<file path="src/rtl/dmem_arb_pkg.sv">
// dmem_arb_pkg: shared types, constants and helpers for the data-memory
// arbiter.
//   arb_state_t : sequencer states (IDLE, RD, RMW)
//   BYTE_LANES  : byte lanes per RAM word
//   WORD_W      : RAM word width in bits
//   ADDR_BITS   : requester byte-address width
//   word_addr() : converts a byte address to a RAM word address
package dmem_arb_pkg;

  typedef enum logic [1:0] {
    IDLE = 2'd0,
    RD   = 2'd1,
    RMW  = 2'd2
  } arb_state_t;

  localparam int BYTE_LANES = 4;
  localparam int WORD_W     = 8 * BYTE_LANES;
  localparam int ADDR_BITS  = 32;

  // Byte address to word address; the two lane-select bits are dropped.
  function automatic logic [ADDR_BITS-1:0] word_addr(input logic [ADDR_BITS-1:0] byte_addr);
    return {2'b00, byte_addr[ADDR_BITS-1:2]};
  endfunction

endpackage

</file>
<file path="src/rtl/byte_merge.sv">
// byte_merge: combinational lane merge used by the read-modify-write path.
//   old_word : word currently held in the RAM
//   new_word : store data from the master
//   be       : lane enables; lane k takes new_word when be[k] is set
//   merged   : resulting word to write back
module byte_merge
  import dmem_arb_pkg::*;
(
  input  logic [WORD_W-1:0]     old_word,
  input  logic [WORD_W-1:0]     new_word,
  input  logic [BYTE_LANES-1:0] be,
  output logic [WORD_W-1:0]     merged
);

  always_comb begin
    merged = old_word;
    for (int k = 0; k < BYTE_LANES; k++) begin
      if (be[k]) merged[8*k +: 8] = new_word[8*k +: 8];
    end
  end

endmodule

</file>
<file path="src/rtl/dmem_arbiter.sv">
// dmem_arbiter: two-master round-robin arbiter and sequencer for the
// single-port data RAM (registered read, one-cycle latency, whole-word write).
// Master 0 is instruction fetch, master 1 is the load/store unit.
//
// Ports
//   clk, reset                 : clock, synchronous active-high reset
//   mN_address                 : byte address (bits [1:0] ignored)
//   mN_read, mN_write          : request strobes (both high = write)
//   mN_byteenable              : store lane enables
//   mN_writedata               : store data
//   mN_readdata                : load data, non-zero only in the RD completion cycle
//   mN_waitrequest             : transfer not yet complete
//   mem_address                : RAM word address of the owning master
//   mem_writedata, mem_write   : RAM write word and strobe
//   mem_readdata               : RAM output, valid the cycle after the address
//   dbg_state                  : current sequencer state, for observation
//
// Handshake: a master requests by raising read or write and must hold every
// request signal stable while its waitrequest is 1. The transfer completes in
// the single cycle where request is high and waitrequest is 0; readdata is
// valid only in that cycle. The owner is locked from grant to completion.
module dmem_arbiter
  import dmem_arb_pkg::*;
#(
  parameter int ADDR_W = ADDR_BITS
) (
  input  logic                  clk,
  input  logic                  reset,
  input  logic [ADDR_W-1:0]     m0_address,
  input  logic                  m0_read,
  input  logic                  m0_write,
  input  logic [BYTE_LANES-1:0] m0_byteenable,
  input  logic [WORD_W-1:0]     m0_writedata,
  output logic [WORD_W-1:0]     m0_readdata,
  output logic                  m0_waitrequest,
  input  logic [ADDR_W-1:0]     m1_address,
  input  logic                  m1_read,
  input  logic                  m1_write,
  input  logic [BYTE_LANES-1:0] m1_byteenable,
  input  logic [WORD_W-1:0]     m1_writedata,
  output logic [WORD_W-1:0]     m1_readdata,
  output logic                  m1_waitrequest,
  output logic [ADDR_W-1:0]     mem_address,
  output logic [WORD_W-1:0]     mem_writedata,
  output logic                  mem_write,
  input  logic [WORD_W-1:0]     mem_readdata,
  output arb_state_t            dbg_state
);

  arb_state_t state, state_next;
  logic       gnt, gnt_next;
  logic       last, last_next;

  logic req0, req1, any_req, idle_pick, owner;
  logic [ADDR_W-1:0]     own_addr;
  logic                  own_write;
  logic [BYTE_LANES-1:0] own_be;
  logic [WORD_W-1:0]     own_wdata;
  logic [WORD_W-1:0]     merged;
  logic                  done, rd_done;

  assign req0    = m0_read | m0_write;
  assign req1    = m1_read | m1_write;
  assign any_req = req0 | req1;

  // On a tie the master that was not served last wins; otherwise whichever
  // master is requesting (defaults to 0 when idle, harmless since unused).
  assign idle_pick = (req0 && req1) ? ~last : req1;

  // In IDLE the master being granted this cycle drives the RAM; afterwards
  // the locked grant does.
  assign owner     = (state == IDLE) ? idle_pick : gnt;
  assign own_addr  = owner ? m1_address    : m0_address;
  assign own_write = owner ? m1_write      : m0_write;
  assign own_be    = owner ? m1_byteenable : m0_byteenable;
  assign own_wdata = owner ? m1_writedata  : m0_writedata;

  assign dbg_state = state;

  byte_merge u_merge (
    .old_word (mem_readdata),
    .new_word (own_wdata),
    .be       (own_be),
    .merged   (merged)
  );

  // State register
  always_ff @(posedge clk) begin
    if (reset) begin
      state <= IDLE;
      gnt   <= 1'b0;
      last  <= 1'b1;
    end else begin
      state <= state_next;
      gnt   <= gnt_next;
      last  <= last_next;
    end
  end

  // Next-state logic
  always_comb begin
    state_next = state;
    gnt_next   = gnt;
    last_next  = last;
    case (state)
      IDLE: begin
        if (any_req) begin
          gnt_next  = idle_pick;
          last_next = idle_pick;
          if (!own_write)
            state_next = RD;
          else if (own_be != '1 && own_be != '0)
            state_next = RMW;
        end
      end
      RD:      state_next = IDLE;
      RMW:     state_next = IDLE;
      default: state_next = IDLE;
    endcase
  end

  // Output logic. Everything is held at zero while reset is high, which also
  // suppresses the write strobe of an interrupted read-modify-write.
  always_comb begin
    mem_address   = '0;
    mem_writedata = '0;
    mem_write     = 1'b0;
    done          = 1'b0;
    rd_done       = 1'b0;
    if (!reset) begin
      case (state)
        IDLE: begin
          if (any_req) begin
            mem_address = word_addr(own_addr);
            if (own_write) begin
              if (own_be == '1) begin
                mem_write     = 1'b1;
                mem_writedata = own_wdata;
                done          = 1'b1;
              end else if (own_be == '0) begin
                done = 1'b1;
              end
            end
          end
        end
        RD: begin
          mem_address = word_addr(own_addr);
          done        = 1'b1;
          rd_done     = 1'b1;
        end
        RMW: begin
          mem_address   = word_addr(own_addr);
          mem_write     = 1'b1;
          mem_writedata = merged;
          done          = 1'b1;
        end
        default: ;
      endcase
    end
    m0_readdata    = (rd_done && !owner) ? mem_readdata : '0;
    m1_readdata    = (rd_done &&  owner) ? mem_readdata : '0;
    m0_waitrequest = req0 && !(done && !owner);
    m1_waitrequest = req1 && !(done &&  owner);
  end

endmodule

</file>
<file path="config.mk">
export PLATFORM = sky130hd
export DESIGN_NAME = dmem_arbiter
export DESIGN_NICKNAME = d
export VERILOG_FILES = /design/src/rtl/dmem_arb_pkg.sv /design/src/rtl/byte_merge.sv /design/src/rtl/dmem_arbiter.sv
export SDC_FILE = /design/constraint.sdc
export NUM_CORES = 1
export LEC_CHECK = 0
export CORE_AREA = 3 3 118 120
export DETAILED_ROUTE_END_ITERATION = 7
export DIE_AREA = 0 0 121 123
export PLACE_DENSITY_LB_ADDON = 0.1
export RECOVER_POWER = 100
export SETUP_SLACK_MARGIN = 0.5
export SYNTH_ARGS = -nofsm -noshare
export SYNTH_HDL_FRONTEND = slang
export SYNTH_SLANG_ARGS = --single-unit
</file>
<file path="constraint.sdc">
create_clock -name clk -period 5.5 [get_ports clk]
set_clock_uncertainty 0.15 [all_clocks]
set_input_delay 0.55 -clock clk [delete_from_list [all_inputs] [get_ports clk]]
set_output_delay 0.55 -clock clk [all_outputs]
set_load 0.02 [all_outputs]
</file>
# == After elaboration in Yosys (flattened, before gate mapping) ==
# Index checks and enable logic that the tools add are counted.
# totals
register_bits,4
in_bits,174
output_inout_bits,133
# classes
eq_ne,5
muxes,35
bitwise_logic,5
reduce_logical,18
# ops
cell,n
32-bit two-way mux,8
32-bit case mux with 2 select lines,1
30-bit two-way mux,2
30-bit case mux with 2 select lines,1
8-bit two-way mux,4
1-bit two-way mux,14
1-bit logical AND,8
4-bit equality test (second input constant),1
4-bit zero test,1
2-bit two-way mux,2
4-bit two-way mux,1
4-bit != test (second input constant),1
1-bit case mux with 2 select lines,2
2-bit AND reduction,2
4-bit nonzero test,1
2-bit OR reduction,2
1-bit zero test,3
1-bit OR,3
2-bit by 1-bit equality test with 1-bit output (second input constant),1
2-bit equality test (second input constant),1
2-bit zero test,1
2-bit by 1-bit != test with 1-bit output (second input constant),1
1-bit inverter,2

# == Depth between registers and ports, before layout ==
# Gate-level depths: netlist of run 1.
# logic_depth
word_depth,15
depth_mapped,8
mapped_depth_nobuf,7

# == Cells and area by module ==
# A second synthesis of run 1 with hierarchy kept.
# unflattened
hier_cells,429
hier_area_um2,2971.6
# modules_own_cells
module,n_inst,cells_per_inst,area_per_inst_um2,seq_area_each_um2
dmem_arbiter,1,393,2446.1,80.1
byte_merge,1,36,525.5,0.0

# == Worst setup path after synthesis of run 1 ==
# OpenSTA, ideal clock, no wires.
# synth_timing
path_type,register to output
from,register state[0] (netlist: dbg_state[0])
to,output mem_writedata[0]
arrival_time_ns,2.166
setup_slack_ns,2.634
path_stages_with_launch,8
n_path_buf,0
path_cell_list,dfxtp_1 inv_1 ha_1 o21ai_1 o2bb2ai_4 mux2i_1 a22oi_2 o2bb2ai_1
# synth_between
elab_chain_cells,9
word_cells_on_any_way,13
cone_classes,2 x eq/ne; 10 x mux; 1 x reduce/logical
# synth_lines
element,line_no,text
from (decl),dmem_arbiter.sv:50,"arb_state_t state, state_next;"
from (signal assigned),dmem_arbiter.sv:94,state <= state_next;
2-bit zero test,"dmem_arbiter.sv:72, dmem_arbiter.sv:131",
1-bit two-way mux,dmem_arbiter.sv:72,assign owner = (state == IDLE) ? idle_pick : gnt;
4-bit two-way mux,dmem_arbiter.sv:75,assign own_be = owner ? m1_byteenable : m0_byteenable;
4-bit equality test,dmem_arbiter.sv:136,if (own_be == '1) begin
32-bit two-way mux,dmem_arbiter.sv:136,
32-bit two-way mux,dmem_arbiter.sv:135,if (own_write) begin
32-bit two-way mux,dmem_arbiter.sv:133,if (any_req) begin
32-bit case mux with 2 select lines (*),dmem_arbiter.sv:131,case (state)
32-bit two-way mux (*),dmem_arbiter.sv:130,if (!reset) begin
to (decl),dmem_arbiter.sv:44,"output logic [WORD_W-1:0] mem_writedata,"
# Every way passes the cells marked *; elsewhere a longest branch is shown, timed or not.

# == Final worst setup path of run 1 ==
# layout_timing
from,input m0_read
to,output m0_waitrequest
# layout_between
elab_chain_cells,15
word_cells_on_any_way,19
cone_classes,1 x eq/ne; 10 x mux; 2 x bitwise; 6 x reduce/logical
# layout_lines
element,line_no,text
from (decl),dmem_arbiter.sv:30,"input logic m0_read,"
1-bit OR (*),dmem_arbiter.sv:62,assign req0 = m0_read | m0_write;
1-bit logical AND,dmem_arbiter.sv:68,assign idle_pick = (req0 && req1) ? ~last : req1;
1-bit two-way mux,dmem_arbiter.sv:68,
1-bit two-way mux,dmem_arbiter.sv:72,
4-bit two-way mux,dmem_arbiter.sv:75,
4-bit zero test,dmem_arbiter.sv:140,end else if (own_be == '0) begin
1-bit two-way mux,dmem_arbiter.sv:140,
1-bit two-way mux,dmem_arbiter.sv:136,
1-bit two-way mux,dmem_arbiter.sv:135,
1-bit two-way mux,dmem_arbiter.sv:133,
1-bit case mux with 2 select lines,dmem_arbiter.sv:131,
1-bit two-way mux,dmem_arbiter.sv:130,
1-bit logical AND,dmem_arbiter.sv:162,m0_waitrequest = req0 && !(done && !owner);
1-bit zero test,dmem_arbiter.sv:162,
1-bit logical AND (*),dmem_arbiter.sv:162,
to (decl),dmem_arbiter.sv:35,"output logic m0_waitrequest,"
# Marked as above.

==> impl_metrics.toml, run 1 <==
[timing]
setup_failing_eps_final = 0
maxClockFrequency_mhz = 210
timing.final.crit_period_ns = 4.77
final_max_slew_viol_count = 0
finalCritPeriodShare_pct = 86.7
final_hold_viol_count = 0
slew_headroom_pct = 4.34
worstMarginPinSlew_ns = 1.43
fin_setup_tns_ns = 0
rsz0062_at_grt = "false"

[logic_synthesis]
share_of_synthesized_registers_carrying_an_async_set_or_reset_pct = 0
post_synth_num_cell_types = 36
synth_top_flop_cell = "dfxtp_1"
synth_enable_flop_cells = 0
yosysTopAreaCellShare_pct = 19.4
syn_inst = 310
yosysWarningCount = 0
seq_area_frac_synth_pct = 3.82
syn-mean-instance-area_um2 = 6.76
synth_top_area_cell = "and2_1"
synth_top_cells_by_area = "and2_1 19%, mux2i_1 17%, o2bb2ai_1 13%, nand2_1 12%, a21oi_1 8.6%"
ys_seq_elements = 4
syn_area_um2 = 2100

[route]
num_vias = 3342
routedWlPerCell_um = 16.8
detailedRoute.firstIterationViolations = 78
drt-total-wl_um = 13000
routed_via_density = 4.31
drcViolationCount = 0
antenna_violating_nets_post_route = 0
detail_route.first_pass.iterations = 4

[flow_run]
maxCapViolations = 0

[worst_hold_path]
worst_hold_startpoint = "dbg_state[0]"
worst_hold_path.endpoint = "dbg_state[0]"
hold_path_depth = 2
timing.hold.worst.class = "register to register"

[power_and_ir_drop]
cellInternalPower_w = 0.000508
switching_power_w = 0.000459
swShare_pct = 47.5
power.share.combinational_pct = 83.9
p_leak_nw = 2.29
max-vdd-ir-drop_uv = 69.9
powerDensity_nw_per_um2 = 181
share_seq_of_total_power_pct = 4.6
pwr-share-clk_pct = 11.6

[cells_and_area]
nFillCells = 1338
design.final.nets = 779
commonest_non_fill_non_tap_cell_in_the_layout = "clkdlybuf4s50_1"
fin_area_um2 = 5330
area_growth_syn_to_layout_pct = 154
final_cell_mix = "187 x clkdlybuf4s50_1, 113 x dlygate4sd3_1, 65 x nand2_1"
post_route_cells_drive_above_1_share_pct = 3.34
antenna_cells_inserted = 0

[setup_path]
worst-r2r-setup-slack_ns = 2.46
cp_data_required_time_ns = 4.80
crit_arrival_ns = 4.07
crit_fanout = 32
worst-setup-path-type = "input pin to output port"
worstReg2RegStart = "dbg_state[0]"
rr_endpoint = "dbg_state[1]"
startpoint_type = "input pin"
rr_worst_depth = 8
worstSetupEndpointType = "output port"

[placed_design]
detailedPlacementHpwl_um = 10700
port_buffers = 300
place_congestion = 0.797
dpl_cell_area_um2 = 5280

[clock_network]
buffer_depth_of_the_longest_clock_path = 2
cts_post_setup_buffers_inserted = 0
cts.root.buffer_cell = "clkbuf_16"
cts_tree = "done"
cts_num_sinks = 4
clk_transition_reported_paths_ns = 0.03
ctsResizeCount = 0
hold_buffers = 0
worst_skew_pair.late_latency_ns = 0.22
h-tree-depth = 1
tritoncts.num_buffers = 3

[die]
placement_rows = 42
floorplan.io_pins = 307
starting_density_pct = 16.0
floorplan.die_area_um2 = 14900
core_area_um2 = 13100
die_width_um = 121
die_height_um = 123

[global_route]
globalRoute.totalOverflow = 0
grt_start_max_net_pins = 33
wire_length_of_the_first_global_routing_pass_um = 18700
first_global_vias = 3350
global_route.usage.total_pct = 15.8
antenna_found_initial = 0

[status]
outcome = "complete, no violations"
power groups by stage:
stage               combinational [W]  clock, W  sequential (W)
floorplan                    0.000457         0       0.0000464
global placement             0.000858         0       0.0000440
detailed placement           0.000859         0       0.0000448
CTS                          0.000863  0.000113       0.0000444
global route                 0.000877  0.000117       0.0000459
finish                       0.000811  0.000112       0.0000441
per-layer routing:
metal / up-vias / part of all wire, % / GRT usage (%)
li1: 1676 / - / -
met1: 1480 / 39 / 17.9
met2: 172 / 49 / 28.7
met3: 14 / 10 / 5.99
met4: 0 / 1.3 / 2.41
met5: - / 0 / 0
worst max path at each step:
stage / end / slack [ns] / startpoint / cells past startpoint
floorplan: mem_writedata[0] / 2.63 / dbg_state[0] / 7
detailed placement: mem_writedata[6] / 1.23 / m0_read / 7
finish: m0_waitrequest / 0.73 / m0_read / 8
global placement: mem_writedata[6] / 1.22 / m0_write / 7
global route: m0_waitrequest / 0.50 / m0_read / 8
CTS: mem_writedata[6] / 1.21 / m1_write / 7
synth_stat cells, types with 2 or more instances:
library cell and instances:
nor2_1 6, o2bb2ai_1 32, nand2_1 65, nand4_1 2
buf_4 2, inv_1 3, a31oi_1 2, clkbuf_1 13
buf_2 6, dfxtp_1 4, nor3b_4 4, or4_1 2
mux2i_1 35, a21oi_1 36, ha_1 4, mux2_2 4
or3_1 2, and2_1 65, nand2b_1 3, a22oi_2 4
kinds of logic after synthesis:
kind of cell             after synthesis  synth area share (%)
adder cells (fa/ha/maj)                4                  2.39
flip-flops                             4                  3.82
other                                  1                 0.179
multiplexers                          39                  18.9
buffers and inverters                 27                  5.91
AND/OR/NAND/NOR                      151                  39.1
AO/OA/AOI/OAI                         84                  29.7
final cells by class:
cell class	count	area [um2]	share of cell area (%)
Multi-Input combinational cell	280	1890	35.5
Inverter	4	15.0	0.282
Clock buffer	3	75.1	1.41
Timing Repair Buffer	308	3040	57.2
Sequential cell	4	80.1	1.50
Tap cell	176	220	4.13
state kept, by name, indices dropped and copies added, names as in the netlist:
signal     count
last           1
dbg_state      2
gnt            1
critical path: stages:
cell and delay (ns):
dlygate4sd3_1 0.60, or2_0 0.26, or3_1 0.39, a21oi_1 0.16, or3_1 0.10, clkbuf_1 1.04
o31a_1 0.27, dlygate4sd3_1 0.68
per-stage QoR:
stage	util (%)	std cells	worst slack, ns	hold slack [ns]	total power [W]
global placement	40.4	772	1.22	0.365	0.000902
detailed placement	40.4	772	1.23	0.378	0.000904
global route	40.7	775	0.500	0.433	0.00104
finish	40.7	775	0.730	0.369	0.000967
floorplan	-	311	2.63	0.347	0.000503
CTS	40.9	775	1.21	0.380	0.00102
Power figures use the tool's default switching activity.
==> run 2: changes to the inputs <==
--- a/config.mk
+++ b/config.mk
@@ -8,6 +8,7 @@
 export CORE_AREA = 3 3 118 120
 export DETAILED_ROUTE_END_ITERATION = 7
 export DIE_AREA = 0 0 121 123
+export GPL_TIMING_DRIVEN = 0
 export PLACE_DENSITY_LB_ADDON = 0.1
 export RECOVER_POWER = 100
 export SETUP_SLACK_MARGIN = 0.5
==> run 2 against run 1 <==
Via count grew 1.9%. Sequential share of layout area is essentially flat. Die area is the same. Count of clock-buffer cells in the layout is the same. Routed wire length grew 1.0%. Cell count grew 1.9%. Critical path type unchanged. First-iteration DRC count shrank 3.8%. Non-clock buffer count grew 15. Register-to-register slack gained 0.57 ns. Combinational power grew 0.9%.
==> impl_metrics.toml, run 2 (synthesis results as in run 1) <==
[status]
outcome = "complete, no violations"

[clock_network]
cts.root.buffer_cell = "clkbuf_16"
cts_post_setup_buffers_inserted = 0
tritoncts.num_buffers = 3
ctsResizeCount = 0
cts_num_sinks = 4
worst_skew_pair.late_latency_ns = 0.22
hold_buffers = 0
h-tree-depth = 1
buffer_depth_of_the_longest_clock_path = 2
clk_transition_reported_paths_ns = 0.03
cts_tree = "done"

[global_route]
first_global_vias = 3482
global_route.usage.total_pct = 16.1
antenna_found_initial = 0
wire_length_of_the_first_global_routing_pass_um = 19100
globalRoute.totalOverflow = 0
grt_start_max_net_pins = 11

[die]
floorplan.die_area_um2 = 14900
core_area_um2 = 13100
die_width_um = 121
starting_density_pct = 16.0
die_height_um = 123
floorplan.io_pins = 307
placement_rows = 42

[placed_design]
dpl_cell_area_um2 = 5320
port_buffers = 300
detailedPlacementHpwl_um = 11200
dp_worst_setup_slack_ns = 1.37
place_congestion = 0.827

[cells_and_area]
design.final.nets = 794
post_route_cells_drive_above_1_share_pct = 4.07
commonest_non_fill_non_tap_cell_in_the_layout = "clkdlybuf4s50_1"
area_growth_syn_to_layout_pct = 157
final_cell_mix = "176 x clkdlybuf4s50_1, 124 x dlygate4sd3_1, 65 x nand2_1, 65 x and2_1, 36 x a21oi_1"
number_of_flip_flops_under_the_largest_register_name = 2
nFillCells = 1348
antenna_cells_inserted = 0
fin_area_um2 = 5380

[setup_path]
cp_data_required_time_ns = 4.80
worstSetupEndpointType = "output port"
path_cells = "dlygate4sd3_1 > o21a_1 > o2bb2ai_1 > mux2_2 > nor3b_4 > o2bb2ai_1 > dlygate4sd3_1"
critPathSlowestCell = "o2bb2ai_1"
worstPathBufferInverterCount = 2
worst-setup-path-type = "input pin to output port"
crit_fanout = 9
crit_arrival_ns = 3.96
critical_path.top_delay_family = "buffers and inverters"
crit_path_max_incr_delay_ns = 0.73
startpoint_type = "input pin"

[route]
routedWlPerCell_um = 16.6
detailedRoute.firstIterationViolations = 75
detail_route.first_pass.iterations = 4
antenna_violating_nets_post_route = 0
num_vias = 3405
drcViolationCount = 0
drt-total-wl_um = 13200
routed_via_density = 4.31

[worst_hold_path]
timing.hold.worst.class = "register to register"

[power_and_ir_drop]
share_seq_of_total_power_pct = 4.4
pwr-share-clk_pct = 11.6
switching_power_w = 0.000461
powerDensity_nw_per_um2 = 181
p_leak_nw = 2.37
power.share.combinational_pct = 84.0
max-vdd-ir-drop_uv = 56.7
cellInternalPower_w = 0.000513
swShare_pct = 47.3

[timing]
rsz0062_at_grt = "false"
setup_failing_eps_final = 0
final_max_slew_viol_count = 0
setup_slack_ns = 0.844
maxClockFrequency_mhz = 215
worstMarginPinSlew_ns = 0.915
fin_setup_tns_ns = 0
fin_worst_hold_slack_ns = 0.358
timing.final.crit_period_ns = 4.66
finalCritPeriodShare_pct = 84.7
final_hold_viol_count = 0
slew_headroom_pct = 39.0

[flow_run]
maxCapViolations = 0
## run 2: cell count changes in the layout (fill, tap and decap cells not counted), sizes merged
cell / previous run / this run
dlygate4sd3: 113 / 124
clkdlybuf4s50: 187 / 176
clkbuf: 8 / 16
buf: 3 / 10
## run 2: worst reg2reg max path, stage by stage, from the launching register on
cell	delay [ns]
dfxtp_1	0.35
inv_1	0.10
ha_1	0.29
o21ai_1	0.14
o2bb2ai_1	0.74
mux2i_1	0.19
and2_1	0.21
o211a_1	0.20
## run 2: per-stage QoR
stage / power (W) / util (%) / instances
after floorplan: 0.000503 / - / 311
after global placement: 0.000912 / 40.7 / 787
after detailed placement: 0.000914 / 40.7 / 787
after CTS: 0.00103 / 41.3 / 790
after global routing: 0.00105 / 41.1 / 790
final: 0.000974 / 41.1 / 790
## run 2: path summary, 6_finish.rpt
path	slack, ns	from	depth (start not counted)	endpoint
min reg2reg	0.36	gnt	2	gnt
max	0.84	m0_write	7	mem_writedata[9]
min	0.36	gnt	2	gnt
max reg2reg	3.03	dbg_state[0]	7	dbg_state[1]
## run 2: routing by layer
metal | part of all wire (%) | GRT usage, % | routed length (um) | vias to the layer above
met3 | 11 | 6.59 | 1420 | 12
met5 | 0 | 0 | 0 | -
met4 | 1.2 | 2.27 | 155 | 0
li1 | - | - | - | 1705
met1 | 38 | 17.7 | 5050 | 1508
met2 | 50 | 29.6 | 6520 | 180
## run 2: final cells by class
class | instances | area, um2 | share of cell area [%]
plain buffers | 23 | 109 | 2.02
flip-flops and latches | 4 | 80.1 | 1.49
inverters | 4 | 15.0 | 0.279
multi-input cells | 280 | 1880 | 34.9
clock buffers | 3 | 75.1 | 1.40
repair buffers | 300 | 3000 | 55.8
well taps | 176 | 220 | 4.09
## run 2: power by group through the flow
stage               Clock (W)  Sequential (W)  Combinational, W
finish               0.000113       0.0000431          0.000818
global route         0.000117       0.0000446          0.000890
CTS                  0.000114       0.0000442          0.000873
detailed placement          0       0.0000447          0.000869
global placement            0       0.0000439          0.000868
floorplan                   0       0.0000464          0.000457
==> run 3: changes to the inputs <==
==> constraint.sdc (replaced) <==
create_clock -name clk -period 3.81 [get_ports clk]
set_clock_uncertainty 0.15 [all_clocks]
set_input_delay 0.381 -clock clk [delete_from_list [all_inputs] [get_ports clk]]
set_output_delay 0.381 -clock clk [all_outputs]
set_load 0.02 [all_outputs]
==> run 3 against run 2 <==
Cell count up 1.8%. Critical path type unchanged. Via count rose by 2.6%. Design area grew 1.1%. First-iteration DRC count increased by 35%. Sequential power up 49%. Global-route usage up 0.31 points. Power up 49%. Largest power group unchanged. Non-clock buffer count increased by 14. Critical endpoint is now mem_writedata[28]. Count of clock-buffer cells in the layout unchanged.
==> impl_metrics.toml, run 3 (synthesis results as in run 1) <==
[clock_network]
clk_transition_reported_paths_ns = 0.03
cts.root.buffer_cell = "clkbuf_16"
h-tree-depth = 1
tritoncts.num_buffers = 3
hold_buffers = 0
cts_tree = "done"
worst_skew_pair.late_latency_ns = 0.22
buffer_depth_of_the_longest_clock_path = 2
cts_num_sinks = 4

[setup_path]
worst-setup-path-type = "input pin to output port"
rr_worst_depth = 9
crit_fanout = 8
cp_data_required_time_ns = 3.28
worst-r2r-setup-slack_ns = 1.57
worstSetupEndpointType = "output port"
rr_endpoint = "dbg_state[0]"
worstSetupStartpoint = "m1_write"
worstReg2RegStart = "dbg_state[0]"
crit_arrival_ns = 2.92
startpoint_type = "input pin"

[route]
num_vias = 3493
detailedRoute.firstIterationViolations = 101
detail_route.first_pass.iterations = 4
routed_via_density = 4.34
routedWlPerCell_um = 16.7
antenna_violating_nets_post_route = 0
drcViolationCount = 0
drt-total-wl_um = 13400

[cells_and_area]
fin_area_um2 = 5440
nFillCells = 1392
final_core_util_pct = 41.6
post_route_cells_drive_above_1_share_pct = 8.60
antenna_cells_inserted = 0
design.final.nets = 808
area_growth_syn_to_layout_pct = 160
number_of_flip_flops_under_the_largest_register_name = 2
final_cell_mix = "185 x clkdlybuf4s50_1, 65 x nand2_1, 65 x and2_1"
commonest_non_fill_non_tap_cell_in_the_layout = "clkdlybuf4s50_1"
finish.cell_count_without_fillers = 804

[placed_design]
place_inst = 787
dpl_cell_area_um2 = 5320
place_congestion = 0.827
port_buffers = 300
detailedPlacementHpwl_um = 11200

[timing]
fin_worst_hold_slack_ns = 0.391
timing.final.crit_period_ns = 3.45
final_hold_viol_count = 0
worstMarginPinSlew_ns = 0.525
finalCritPeriodShare_pct = 90.6
slew_headroom_pct = 65.0
rsz0062_at_grt = "false"
final_max_slew_viol_count = 0
setup_failing_eps_final = 0
maxClockFrequency_mhz = 290

[global_route]
global_route.usage.total_pct = 16.4
antenna_found_initial = 0
globalRoute.totalOverflow = 0
first_global_vias = 3561
wire_length_of_the_first_global_routing_pass_um = 19400
grt_start_max_net_pins = 11

[power_and_ir_drop]
swShare_pct = 47.5
pwr-share-clk_pct = 11.3
p_leak_nw = 2.53
switching_power_w = 0.000688
cellInternalPower_w = 0.000760
share_seq_of_total_power_pct = 4.4
power.share.combinational_pct = 84.3
powerDensity_nw_per_um2 = 266
p_total_w = 0.00145
max-vdd-ir-drop_uv = 89.6

[worst_hold_path]
hold_path_depth = 2
timing.hold.worst.class = "register to register"
worst_hold_path.endpoint = "dbg_state[0]"
worst_hold_startpoint = "dbg_state[0]"

[die]
core_area_um2 = 13100
die_width_um = 121
floorplan.die_area_um2 = 14900
die_height_um = 123
placement_rows = 42
starting_density_pct = 16.0
floorplan.io_pins = 307

[status]
outcome = "complete, no violations"

[flow_run]
maxCapViolations = 0
[run 3: cell count changes in the layout (fill, tap and decap cells not counted), sizes merged]
cell,before,now
dlygate4sd3,124,23
dlygate4sd2,0,62
clkbuf,16,39
buf,10,22
clkdlybuf4s50,176,185
dlymetal6s2s,0,9
[run 3: through the flow]
step           setup slack (ns)  TNS, ns
6_report                  0.358        0
5_1_grt                   0.271        0
4_1_cts                   0.401        0
3_5_place_dp             0.0189        0
3_3_place_gp            -0.0305   -0.182
2_1_floorplan              1.11        0
[run 3: routing by layer]
metal	vias to the layer above	part of all wire, %	global-route usage [%]
met5	-	0	0
met4	0	1.3	2.12
met3	14	11	6.50
met2	182	51	30.7
met1	1559	37	17.8
li1	1738	-	-
[run 3: cell type report]
class | instances | area [um2] | area share, %
Buffer | 23 | 146 | 2.69
Timing Repair Buffer | 314 | 3010 | 55.3
Clock buffer | 3 | 75.1 | 1.38
Inverter | 4 | 15.0 | 0.276
Multi-Input combinational cell | 280 | 1900 | 34.9
Sequential cell | 4 | 80.1 | 1.47
Tap cell | 176 | 220 | 4.05
[run 3: how the worst max path moves through the flow]
stage | cells past startpoint | slack, ns | end
2_1_floorplan | 7 | 1.11 | mem_writedata[0]
3_3_place_gp | 8 | -0.03 | m1_readdata[23]
3_5_place_dp | 8 | 0.02 | m1_readdata[6]
4_1_cts | 8 | 0.40 | m1_readdata[6]
5_1_grt | 8 | 0.27 | m1_readdata[17]
6_report | 9 | 0.36 | mem_writedata[28]
[run 3: timing repair]
action | CTS | global route
gates cloned | 0 | 0
endpoints found under the hold margin | 0 | 0
pin swaps | 9 | 2
setup endpoints to repair | 126 | 67
buffers inserted | 12 | 2
gates resized for setup | 92 | 50
[run 3: power by group through the flow]
stage	Clock (W)	Sequential [W]	Combinational, W
floorplan	0	0.0000670	0.000660
global placement	0	0.0000634	0.00125
detailed placement	0	0.0000645	0.00125
CTS	0.000165	0.0000645	0.00125
global route	0.000169	0.0000661	0.00133
finish	0.000164	0.0000643	0.00122
[run 3: worst max-delay path, cell delays in order]
cell           delay (ns)
dlygate4sd3_1        0.68
o21ai_2              0.13
o2bb2ai_4            0.17
buf_12               0.13
mux2_2               0.35
nor3b_1              0.38
buf_12               0.19
o2bb2ai_1            0.11
dlygate4sd2_1        0.39
